--- config.mk ---
export PLATFORM = sky130hd
export DESIGN_NAME = ram_param_clr
export DESIGN_NICKNAME = d
export VERILOG_FILES = /design/src/rtl/ram_param_clr.sv
export SDC_FILE = /design/constraint.sdc
export NUM_CORES = 1
export LEC_CHECK = 0
export CORE_MARGIN = 5
export CORE_UTILIZATION = 42
export DETAILED_ROUTE_END_ITERATION = 8
export HOLD_SLACK_MARGIN = 0.12
export SLEW_MARGIN = 40
export SYNTH_ARGS = -nofsm -noshare
export SYNTH_HDL_FRONTEND = slang
export SYNTH_SLANG_ARGS = --single-unit
--- constraint.sdc ---
create_clock -name clk -period 2.5 [get_ports clk]
set_input_delay 0.75 -clock clk [delete_from_list [all_inputs] [get_ports clk]]
set_output_delay 0.75 -clock clk [all_outputs]
set_load 0.02 [all_outputs]
--- src/rtl/ram_param_clr.sv ---
// Single-port-address RAM with registered read data and a clear sweep that zeroes every word.
// Reads: one-cycle latency; accesses during a sweep (or on a clr edge) are dropped and flagged.
module ram_param_clr #(
    parameter int WIDTH  = 16,
    parameter int ADDR_W = 6
) (
    input  logic              clk,
    input  logic              rst,
    input  logic              r,
    input  logic              w,
    input  logic [ADDR_W-1:0] addr,
    input  logic [WIDTH-1:0]  D,
    input  logic              clr,
    output logic [WIDTH-1:0]  o,
    output logic              valid,
    output logic              busy,
    output logic              drop
);

    localparam int DEPTH = 1 << ADDR_W;

    typedef enum logic {
        INIT = 1'b0,
        RUN  = 1'b1
    } state_t;

    state_t              state_q, state_d;
    logic [ADDR_W-1:0]   cnt_q, cnt_d;
    logic [WIDTH-1:0]    o_q, o_d;
    logic                valid_q, valid_d;
    logic                drop_q, drop_d;

    logic [WIDTH-1:0]    mem [DEPTH];
    logic                acc;
    logic                mem_we;
    logic [ADDR_W-1:0]   mem_wa;
    logic [WIDTH-1:0]    mem_wd;

    always_comb begin
        state_d = state_q;
        cnt_d   = cnt_q;
        o_d     = o_q;
        acc     = (state_q == RUN) && !clr;
        valid_d = acc && r;
        drop_d  = (r || w) && !acc;
        mem_we  = 1'b0;
        mem_wa  = addr;
        mem_wd  = D;

        if (state_q == INIT) begin
            if (clr) begin
                cnt_d = '0;
            end else begin
                mem_we = 1'b1;
                mem_wa = cnt_q;
                mem_wd = '0;
                cnt_d  = cnt_q + ADDR_W'(1);
                if (cnt_q == '1) begin
                    state_d = RUN;
                end
            end
        end else if (clr) begin
            state_d = INIT;
            cnt_d   = '0;
        end else begin
            // Read uses the pre-edge contents, so a same-address write is read-first.
            if (r) begin
                o_d = mem[addr];
            end
            mem_we = w;
        end
    end

    always_ff @(posedge clk) begin
        if (mem_we && !rst) begin
            mem[mem_wa] <= mem_wd;
        end
    end

    always_ff @(posedge clk or posedge rst) begin
        if (rst) begin
            state_q <= INIT;
            cnt_q   <= '0;
            o_q     <= '0;
            valid_q <= 1'b0;
            drop_q  <= 1'b0;
        end else begin
            state_q <= state_d;
            cnt_q   <= cnt_d;
            o_q     <= o_d;
            valid_q <= valid_d;
            drop_q  <= drop_d;
        end
    end

    assign o     = o_q;
    assign valid = valid_q;
    assign drop  = drop_q;
    assign busy  = (state_q == INIT);

endmodule

-- Word level (Yosys, flattened, before mapping)
Memory sizes are Yosys's and may differ from the RTL's. A register that Yosys moved wholly into a read port is not among the register bits.
Cells that the tools add are included.
W data, S select, Z words.
- bitwise operators: 2
- reduce and logical (&&, ||, !) cells: 9
- equal/unequal tests: 2
- multiplexer cells: 15
- add/subtract/negate cells: 1
- operators with widths (kind ; count):
    $mux W16 ; 2
    $mux W6 ; 5
    $mux W1 ; 8
    $add A6 B1 Y6 const B ; 1
    $eq A6 B6 Y1 const B ; 1
    $logic_and A1 B1 Y1 ; 4
    $logic_not A1 Y1 ; 3
    $reduce_and A3 Y1 ; 1
    $ne A2 B2 Y1 const B ; 1
    $not A1 Y1 ; 2
    $logic_or A1 B1 Y1 ; 1
- word-level logic and storage cells: 34
- bits in writable memories: 1024
- memories kept: 1
- bits in registers: 9
- memories (name ; words ; bits a word ; rd ports ; clocked after memory_dff ; wr ports ; RTL line ; text):
    mem ; 64 ; 16 ; 1 ; 1 ; 1 ; 33 ; logic [WIDTH-1:0] mem [DEPTH];

-- Depth between registers and ports, before layout
Gate-level depths: netlist of run 1.
- depth after elaboration: 5
- mapped depth: 10
- depth with buffers taken out: 7

-- Least setup slack after synthesis of run 1
Ideal clock, no wire load.
- path kind: input to register
- start point: input port addr[2]
- end point: memory mem[13][0], enable pin
- arrival: 2.785 ns
- setup time: 0.388 ns
- required time: 2.112 ns
- stages on the path: 8
- slack: -0.673 ns
- path through: clkbuf_1 buf_4 buf_2 buf_2 nand2b_1 o21ai_1 nand2_1 nor2_1
- cells in the longest elaborated chain, start to end: 2
- RTL lines (what ; RTL line ; text):
    from (decl) ; 11 ; input logic [ADDR_W-1:0] addr,
    $mux W6 ; 51 ; if (clr) begin
    $mux W6 * ; 50 ; if (state_q == INIT) begin
    to (decl) ; 33 ;
Mark *: on every way between the ends. The rest lies on a longest branch, timed or not.

==> results of run 1 <==
## registers in the layout, summed over array words and instances, names as in the netlist
register  flops
o            16
mem        1024
valid         1
drop          1
state_q       1
cnt_q         6
## worst paths after layout
check,from,to,cells after the start
setup / recovery,addr[0],o[15],7
hold / removal,o[1],o[1],1
setup reg to reg,state_q,o[2],11
hold reg to reg,o[1],o[1],1
max in group asynchronous,rst,o[1],4
min in group asynchronous,rst,state_q,4
## per-stage QoR
| step | instances | cell area [um^2] | util | hold slack [ns] |
|---|---|---|---|---|
| final | 3641 | 49700 | 0.516 | 0.590 |
| after global routing | 3640 | 49700 | 0.516 | 0.609 |
| after CTS | 3639 | 49700 | 0.515 | 0.587 |
| after detailed placement | 3445 | 46300 | 0.480 | 0.595 |
| after global placement | 3444 | 46300 | 0.480 | 0.595 |
| after floorplan | 1996 | 41400 | - | 0.553 |
## kinds of logic (layout without fill, tap and decap cells)
kind of cell | after synthesis | count (layout)
XOR/XNOR | 4 | 4
multiplexers | 402 | 402
adder cells (fa/ha/maj) | 1 | 1
AO/OA/AOI/OAI | 238 | 238
AND/OR/NAND/NOR | 182 | 182
flip-flops | 1049 | 1049
buffers and inverters | 120 | 488
other | 0 | 1
## cell usage in the layout, fill, tap and decap left out, types with 12 or more instances in the layout
cell / count
a2111oi_0: 16
a211oi_1: 31
a221o_1: 16
a22o_1: 16
a22oi_1: 80
a31oi_1: 14
and2_2: 17
buf_12: 128
buf_4: 111
clkbuf_1: 25
clkbuf_16: 106
clkdlybuf4s50_1: 22
clkinv_1: 20
clkinv_2: 13
dfrtp_1: 25
dlygate4sd2_1: 18
edfxtp_1: 1024
mux2_1: 16
mux2i_1: 225
mux4_2: 160
nand2_4: 14
nand3_1: 22
nor2_1: 12
nor2_2: 12
nor2_4: 53
nor2b_1: 18
o211ai_1: 16
o21ai_0: 17
o22ai_1: 15
## layer usage
| metal | GRT usage | vias to the layer above |
|---|---|---|
| met3 | 0.0259 | 139 |
| met2 | 0.302 | 664 |
| met4 | 0.0522 | 0 |
| met1 | 0.279 | 10800 |
| li1 | - | 8875 |
| met5 | 0 | - |
## where the power goes
| group | switching (W) | internal [W] |
|---|---|---|
| registers | 0.0000357 | 0.0194 |
| logic | 0.00130 | 0.000908 |
| clock network | 0.00649 | 0.00870 |
| total | 0.00782 | 0.0290 |
## critical path: stages
cell and delay, ns:
buf_8 0.23, buf_16 0.21, mux4_2 0.53, mux4_2 0.53, o22ai_1 0.31, a211oi_1 0.13, a221o_1 0.28
## final cells by class
class | instances | share of cell area
Tap cell | 1276 | 0.0321
Clock inverter | 53 | 0.00994
Multi-Input combinational cell | 827 | 0.190
Antenna cell | 1 | 0.0000503
Timing Repair Buffer | 290 | 0.0791
Sequential cell | 1049 | 0.631
Inverter | 5 | 0.000604
Clock buffer | 140 | 0.0577
## timing repair
| action | CTS | global route |
|---|---|---|
| gates resized for setup | 28 | 12 |
| setup endpoints to repair | 25 | 156 |
| hold buffers | 0 | 0 |
| setup buffers | 0 | 1 |
| pin swaps | 0 | 1 |
| gates cloned | 1 | 0 |
==> qor.yml, run 1 <==
cp_data_arrival_time_ns: 3.02
drt_wl_total_um: 98000
cts_buffers: 105
synthAdderAreaFrac: 0.000308
routedWlPerCell_um: 26.9
fp-row-count: 114
wl_met3_um: 5630
cts_tree: "built"
die_w_um: 321
critPathMaxFanout: 18
regArea_um2: 31400
grt_max_degree: 41
port_buffers: 45
vias: 20400
synth_top_family_by_area: "multiplexers"
drtIter0Drc: 2014
nFillCells: 7641
die_area_um2: 103000
final.setup.tns_ns: 0
synth.area.top_cells: "edfxtp_1, mux4_2, mux2i_1, dfrtp_1, a22oi_1"
synth_commonest_cells: "edfxtp_1, mux2i_1, mux4_2"
pin_count: 46
max_cap_viol_count: 0
fin_ws_ns: 0.0250
synth.mux.area_fraction: 0.149
min_period_ns: 2.48
ys_warn_count: 0
final_nets: 2306
r2r_slack_ns: 0.15
synth_xor_area_frac: 0.000861
outcome: "complete, no violations"
gp_congestion: 0.831
clk_pin_slew_ns: 0.06
synth_top_area_frac: 0.756
ant_nets: 0
dpl.hpwl_um: 64300
synth_area_per_cell_um2: 20.4
powerDensity_nw_per_um2: 740
power.total_w: 0.0368
endpoint_kind: "flop"
setup_violations: 0
hold_viol: 0
grt_pass1_wl_um: 144000
startpoint_type: "input port"
timing.fmax_ghz: 0.404
core-area_um2: 96400
synth-compound-area-share: 0.0435
wl_met1_um: 43200
worst_pin_slew_ns: 0.620
drv_slew: 0
via_per_inst: 5.61
syn_area_um2: 40700
synth-edff-count: 1024
synth_seq_cells: 1049
clk_path_buf_depth: 3
p_leak_nw: 16.6
wl_met2_um: 46600
synth_nets: 2024
antenna_found_initial: 5
multi_input_area_um2: 9430
gr-total-overflow: 0
synth_cell_types: 41
critPathKind: "input port to flop"
synth_top_cell_by_area: "edfxtp_1"
critical_path_required_ns: 3.04
area_growth_pct: 22.3
cts_root_buffer: "clkbuf_16"
syn_inst: 1996
grt_pass1_vias: 21000
synth-simple-area-share: 0.0210
hold_path.class: "flop to flop"
skew_ns: 0.0605
ys.flop_type: "edfxtp_1"
cts_htree_levels: 3
yosysSeqAreaShare: 0.771
die_y_um: 321
initial_utilization: 0.422
rsz0062_at_grt: "false"
insertion_delay_ns: 0.70
synth.most_common_cell: "edfxtp_1"
slew_headroom: 0.576
period_share: 0.990
synth_async_sr_flop_share: 0.0238
layout-drive-gt1-share: 0.287
clock_sinks: 1049
top_layer_used: "met4"
drc: 0
irDropWorstVdd_uv: 610
dp_slack_ns: -0.795
drt_first_pass_iters: 5
grtUsageTotal: 0.190
No activity file was read; power rests on OpenSTA's default activity.
==> inputs of run 2 (changes only) <==
--- a/config.mk
+++ b/config.mk
@@ -5,6 +5,7 @@
 export SDC_FILE = /design/constraint.sdc
 export NUM_CORES = 1
 export LEC_CHECK = 0
+export CORE_ASPECT_RATIO = 1.25
 export CORE_MARGIN = 5
 export CORE_UTILIZATION = 42
 export DETAILED_ROUTE_END_ITERATION = 8
==> qor.yml, run 2 (same netlist as run 1, synthesis figures left out) <==
reg2reg_to: "o[7]"
antenna_found_initial: 4  # -1
postCtsHoldBufs: 0  # unchanged
drtIter0Drc: 1880  # -6.7%
dp_slack_ns: -0.716  # +0.0792 ns
p_clk_frac: 0.413  # about the same
irDropWorstVdd_uv: 473  # -22%
crit_path_top_delay_cell: "a31oi_1"
grt_max_degree: 41  # unchanged
final_nets: 2344  # +1.6%
drt_wl_total_um: 100000  # +2.5%
min_period_ns: 2.45  # -0.0242 ns
fp-row-count: 127  # +11%
grt_pass1_vias: 21000  # +0.13%
period_share: 0.980  # -0.00969
clk_path_buf_depth: 3  # unchanged
drt_first_pass_iters: 5  # unchanged
startpoint_type: "input port"
wl_met3_um: 5030  # -11%
core-area_um2: 96000  # -0.46%
die_w_um: 288  # -10%
p_sw_w: 0.00769  # -1.7%
largest_register_ffs: 1024  # unchanged
skew_ns: 0.0305  # -0.0300 ns
rsz0062_at_grt: "false"
dpl.hpwl_um: 67500  # +5.0%
cts_buffers: 96  # -8.6%
p_leak_nw: 16.7  # +0.90%
worstRegToRegCells: 6  # -5
wl_met2_um: 49900  # +7.0%
clk_pin_slew_ns: 0.07  # about the same
clock_sinks: 1049  # unchanged
cp_slowest_stage_delay_ns: 0.36  # -0.17 ns
critical_path.top_delay_family: "compound AO/OA/AOI/OAI gates"
timing.fmax_ghz: 0.408  # +0.99%
max_cap_viol_count: 0  # unchanged
vias: 20500  # +0.27%
combPwrFrac: 0.062  # +0.002
cts_tree: "built"
insertion_delay_ns: 0.67  # -0.03 ns
wl_met1_um: 42000  # -2.8%
cp_data_arrival_time_ns: 3.00  # -0.02 ns
ant_nets: 0  # unchanged
slew_headroom: 0.546  # -0.0303
fin_ws_ns: 0.0492  # +0.0242 ns
setup_violations: 0  # unchanged
top_layer_used: "met4"
cp_cell_sequence: "buf_6 -> buf_12 -> nand2b_1 -> buf_4 -> a211oi_1 -> a2111oi_0 -> buf_4 -> a31oi_1 -> o211ai_1 -> a221o_1"
die_y_um: 358  # +11%
outcome: "complete, no violations"
r2r_slack_ns: 0.28  # +0.13 ns
initial_utilization: 0.424  # +0.00196
hold_path.class: "input port to async pin"
critical_path_required_ns: 3.05  # about the same
via_per_inst: 5.56  # -0.93%
drc: 0  # unchanged
worst_pin_slew_ns: 0.681  # +0.0608 ns
port_buffers: 45  # unchanged
crit_buf_inv: 4  # +2
r2r-start: "mem[40][7]"
gr-total-overflow: 0  # unchanged
critPathKind: "input port to flop"
largest_register: "mem"
postPlaceCellArea_um2: 46500  # +0.54%
cts_setup_buffers: 0  # unchanged
hold_viol: 0  # unchanged
instances_no_fill: 3685  # +1.2%
p_seq_frac: 0.525  # -0.002
area_growth_pct: 22.5
final_cell_mix: "edfxtp_1, mux2i_1, buf_4"
endpoint_kind: "flop"
antenna_cells: 0  # -1
cts_htree_levels: 3  # unchanged
cts_root_buffer: "clkbuf_16"
final_cell_area_um2: 49800  # +0.21%
cp_common_cell: "buf_4"
layout-drive-gt1-share: 0.302  # +0.0155
power.total_w: 0.0369  # +0.42%
critPathMaxFanout: 9  # -9
powerDensity_nw_per_um2: 741  # +0.21%
routedWlPerCell_um: 27.3  # +1.3%
place_inst: 3508  # +1.8%
p_int_w: 0.0293  # +1.0%
grtUsageTotal: 0.195  # +0.00532
final_common_cell: "edfxtp_1"
pin_count: 46  # unchanged
drv_slew: 0  # unchanged
die_area_um2: 103000  # about the same
gp_congestion: 0.973  # +17%
swShare: 0.208  # -0.00457
grt_pass1_wl_um: 147000  # +1.8%
-- run 2: layout make-up --
class	instances	area (um^2)
clock buffer	114	2550
clock inverter	63	748
fill	7506	46100
inverter	5	30.0
multi-input combinational	827	9400
sequential	1049	31400
tap	1290	1610
timing repair buffer	337	4110
-- run 2: power groups by stage --
| stage | Clock, W | Combinational (W) | Sequential [W] |
|---|---|---|---|
| final | 0.0153 | 0.00229 | 0.0194 |
| after global routing | 0.0163 | 0.00240 | 0.0194 |
| after CTS | 0.0156 | 0.00230 | 0.0194 |
| after detailed placement | 0 | 0.00231 | 0.0198 |
| after global placement | 0 | 0.00227 | 0.0198 |
| after floorplan | 0 | 0.00115 | 0.0198 |
-- run 2: what timing repair did --
item | 4_1_cts | 5_1_grt
hold endpoints to repair | 0 | 0
pin swaps | 0 | 1
gates resized for setup | 22 | 7
gates cloned | 0 | 0
endpoints found under the setup margin | 19 | 229
-- run 2: worst max path at each step --
stage                      end  slack (ns)  depth (start not counted)     from
global placement    mem[45][5]       -0.71                          9      clr
CTS                      o[14]       0.002                         11  addr[0]
finish                    o[9]        0.05                         10  addr[0]
detailed placement       o[14]       -0.72                         11  addr[0]
global route              busy        0.01                          3  state_q
floorplan           mem[0][10]       -0.37                          5      clr
-- run 2: per-layer routing --
layer  vias up  track usage
met5         -            0
met4         0       0.0717
met3       144       0.0258
met2       617        0.321
met1     10800        0.269
li1       8934            -
-- run 2: per-stage QoR --
stage	setup TNS, ns	util	hold WS, ns
after floorplan	-442.88	-	0.553
after global placement	-973.78	0.485	0.511
after detailed placement	-1014.72	0.485	0.529
after CTS	0	0.519	0.478
after global routing	0	0.519	0.536
final	0	0.519	0.511
-- run 2: tightest hold or removal path, stage by stage --
cell             delay [ns]
clkdlybuf4s50_1        0.40
buf_4                  0.17
inv_1                  0.25
